`config.mk`:
```
export PLATFORM = sky130hd
export DESIGN_NAME = se_sram_srw_master
export DESIGN_NICKNAME = d
export VERILOG_FILES = /design/src/rtl/se_sram_srw_master.sv
export SDC_FILE = /design/constraint.sdc
export NUM_CORES = 1
export LEC_CHECK = 0
export CAP_MARGIN = 20
export CORE_MARGIN = 2
export CORE_UTILIZATION = 39
export DETAILED_ROUTE_END_ITERATION = 8
export PLACE_DENSITY = 0.8
export SETUP_SLACK_MARGIN = 0.15
export SLEW_MARGIN = 10
export SYNTH_ARGS = -nofsm -noshare
export SYNTH_HDL_FRONTEND = slang
export SYNTH_SLANG_ARGS = --single-unit
```
`constraint.sdc`:
```
create_clock -name sram_clock -period 2.1 [get_ports sram_clock]
set_clock_uncertainty 0.1 [all_clocks]
set_input_delay 0.42 -clock sram_clock [delete_from_list [all_inputs] [get_ports sram_clock]]
set_output_delay 0.42 -clock sram_clock [all_outputs]
set_load 0.1 [all_outputs]
```
`src/rtl/se_sram_srw_master.sv`:
```
// Request/response initiator for a single-port synchronous SRAM.
// Reads come back in order through a 2-entry response buffer. Writes return no response.
module se_sram_srw_master #(
  parameter int address_width = 16,
  parameter int data_width    = 16
) (
  input  logic                     sram_clock,
  input  logic                     reset_n,
  input  logic                     req_valid,
  output logic                     req_ready,
  input  logic                     req_read_not_write,
  input  logic [address_width-1:0] req_address,
  input  logic [data_width-1:0]    req_write_data,
  output logic                     rsp_valid,
  input  logic                     rsp_ready,
  output logic [data_width-1:0]    rsp_data,
  output logic                     idle,
  output logic                     sram_select,
  output logic                     sram_read_not_write,
  output logic                     sram_write_enable,
  output logic [address_width-1:0] sram_address,
  output logic [data_width-1:0]    sram_write_data,
  input  logic [data_width-1:0]    sram_data_in
);

  logic                  pending_reg;
  logic [1:0]            occupancy_reg;
  logic [data_width-1:0] buffer_reg [2];
  logic                  wr_ptr_reg;
  logic                  rd_ptr_reg;

  logic       pop;
  logic       push;
  logic       accept;
  logic       read_room;
  logic [2:0] committed;

  assign rsp_valid = (occupancy_reg != 2'd0);
  assign pop       = rsp_valid && rsp_ready;
  assign push      = pending_reg;

  // Reads already issued but not yet popped must leave room for this read's data.
  assign committed = {1'b0, occupancy_reg} + {2'b00, pending_reg} - {2'b00, pop};
  assign read_room = (committed < 3'd2);
  assign req_ready = reset_n && (!req_read_not_write || read_room);

  assign accept              = req_valid && req_ready;
  assign sram_select         = accept;
  assign sram_read_not_write = req_read_not_write;
  assign sram_write_enable   = accept && !req_read_not_write;
  assign sram_address        = req_address;
  assign sram_write_data     = req_write_data;

  assign rsp_data = buffer_reg[rd_ptr_reg];
  assign idle     = !pending_reg && (occupancy_reg == 2'd0);

  always_ff @(posedge sram_clock or negedge reset_n) begin
    if (!reset_n) begin
      pending_reg   <= 1'b0;
      occupancy_reg <= 2'd0;
      wr_ptr_reg    <= 1'b0;
      rd_ptr_reg    <= 1'b0;
      buffer_reg[0] <= '0;
      buffer_reg[1] <= '0;
    end else begin
      pending_reg <= accept && req_read_not_write;
      if (push) begin
        buffer_reg[wr_ptr_reg] <= sram_data_in;
        wr_ptr_reg             <= !wr_ptr_reg;
      end
      if (pop) begin
        rd_ptr_reg <= !rd_ptr_reg;
      end
      case ({push, pop})
        2'b10:   occupancy_reg <= occupancy_reg + 2'd1;
        2'b01:   occupancy_reg <= occupancy_reg - 2'd1;
        default: occupancy_reg <= occupancy_reg;
      endcase
    end
  end

  // The ready rule should make a push into a full buffer unreachable.
  assert property (@(posedge sram_clock) disable iff (!reset_n)
                   !(push && (occupancy_reg == 2'd2) && !pop));

endmodule
```
==> results.tsv <==
metric	value	unit
grt_pass1_vias	1285	
synth_cell_types	23	
synthFlopType	dfrtp_1	
grt_remaining_overflow	0	
netlist_area	1970	µm²
critical_path_peak_fanout	3	
synth-seq-cells	37	
initialDrtViolationCount	18	
dieArea	5640	µm²
synth.top_cell.area_share	0.470	
r2r_end	occupancy_reg[1]$_DFFE_PN0P_	
cts.clk_slew.worst_paths	0.07	ns
start_kind	flop	
wire_per_inst	15.5	µm
tightest_slew	0.468	ns
yosysWarnings	0	
cts_max_level	2	
violations	setup timing	
post-route-min-period	2.46	ns
grt_setup_unrepaired	true	
io_pins	107	
synth-edff-count	0	
syn-num-nets	203	
largest_reg_flops	32	
worst_hold_path_type	primary input to asynchronous set/reset pin	
required	1.58	ns
synth_common_cells	mux2_2, dfrtp_1, buf_4	
vias	1093	
port_buffers	42	
finalNonFillerCells	237	
path_class	flop to primary output	
avgSynthCellArea	13.3	µm²
dp_hpwl	2710	µm
placementRows	25	
cts_tree	built	
grt_pass1_wl	6180	µm
synthTopCellsByArea	dfrtp_1, mux2_2, buf_4, mux2_4, xnor2_1	
synthArstFlopShare	1.00	
synth_area_leader_cell	dfrtp_1	
max_freq	0.406	GHz
crit_path_end_kind	primary output	
antenna_left	0	
final_util	0.549	
viasPerCell	4.61	
drive_above_1_share	0.612	
drcViolationCount	0	
arrival	1.94	ns
setup_slack	-0.362	ns
die_x	75.1	µm
initial_core_util	0.412	
grt_max_degree	39	
r2r_slack	0.24	ns
area_delta_synth_final	33.4	%
rr_startpoint	occupancy_reg[0]$_DFFE_PN0P_	
status	finished, violations left	
num_antenna_cells	0	
dpl.cell_count	229	
root_buffer	clkbuf_8	
setup_viol	2	
slew_headroom	0.688	
placed_area	2520	µm²
cts_setup_buffers	0	
cts_buffers	5	
worstRegToRegCells	6	
ctsLongestPathBuffers	2	
wirelength	3660	µm
synth.most_common_cell	mux2_2	
antenna_found_initial	0	
min_period_over_period	1.17	
netlist_instances	148	
dr.pass1.iters	4	
cap_violations	0	
core-area	4790	µm²
grt.total_usage	0.152	
startpoint	occupancy_reg[1]$_DFFE_PN0P_	
fin_nets	224	
finalMaxSlewViolations	0	
clkLatencyLatePin	0.28	ns
final_area	2630	µm²
die_h	75.1	µm
final.fill_count	405	
crit_end	req_ready	
seq_area_frac_synth	0.470	
routabilityCongestion	0.682	
cts.sinks	37	
hold_viol_final	0	
[worst max-delay path, cell delays in order (launching register included)]
cell,delay [ns]
dfrtp_2,0.42
nand2_2,0.08
nor2_4,0.04
buf_6,0.11
fa_2,0.36
xnor2_2,0.18
nand2_4,0.10
a21boi_4,0.18
buf_12,0.19
[placed cells by master, fill, tap and decap left out, drive strengths merged]
master and count:
nand3 1, nor2 6, dlygate4sd2 1, fa 1
buf 32, xor2 3, nand2 4, clkdlybuf4s50 17
inv 1, a21boi 1, clkbuf 9, mux2 48
dfrtp 37, a21oi 1, xnor2 3, and2 1
o21ai 1, or2 1, nor2b 1, ha 1
[cell type report]
type | count | area, µm² | area share
clock buffer | 8 | 80.1 | 0.0305
timing repair buffer | 51 | 704 | 0.268
multi-input combinational | 73 | 828 | 0.315
sequential | 37 | 928 | 0.353
inverter | 1 | 3.75 | 0.00143
tap | 67 | 83.8 | 0.0319
[per-layer routing]
metal,share of wire,wire (µm),global-route usage
met5,0,0,0
met1,0.39,1410,0.168
met2,0.53,1950,0.266
met4,0.018,67,0.0714
met3,0.065,237,0.0482
[metrics by stage]
stage                     setup WS [ns]  hold WS [ns]  setup TNS [ns]
after CTS                        -0.396         0.155          -0.761
after floorplan                  -0.367        0.0244          -0.972
after global routing             -0.443         0.188          -0.884
after global placement           -0.586         0.381           -1.17
after detailed placement         -0.664         0.391           -1.40
final                            -0.362         0.143          -0.721
[kinds of logic after synthesis]
logic type | count (synthesis) | synth area share
AOI/OAI and AO/OA | 3 | 0.00889
xor gates and xnor gates | 6 | 0.0267
adders and majority gates | 2 | 0.0165
buffers and inverters | 38 | 0.149
DFF | 37 | 0.470
muxes | 48 | 0.293
and+or+nand+nor | 14 | 0.0362
[repair_timing]
item,in CTS,in global routing
cloned,0,0
endpoints found under the hold margin,0,0
pin swaps,5,1
setup endpoints to repair,4,14
resized for setup,6,9
hold buffers,0,0
[worst min path at each step]
stage / end / depth (start not counted)
after floorplan: buffer_reg[0]$_DFFE_PN0P_ / 0
after global placement: buffer_reg[4]$_DFFE_PN0P_ / 1
after detailed placement: buffer_reg[18]$_DFFE_PN0P_ / 1
after CTS: buffer_reg[1]$_DFFE_PN0P_ / 2
after global routing: buffer_reg[19]$_DFFE_PN0P_ / 2
final: buffer_reg[1]$_DFFE_PN0P_ / 2
Power is not shown: default switching activity piles up to over one toggle a cycle in this logic, so the estimate is an artifact.
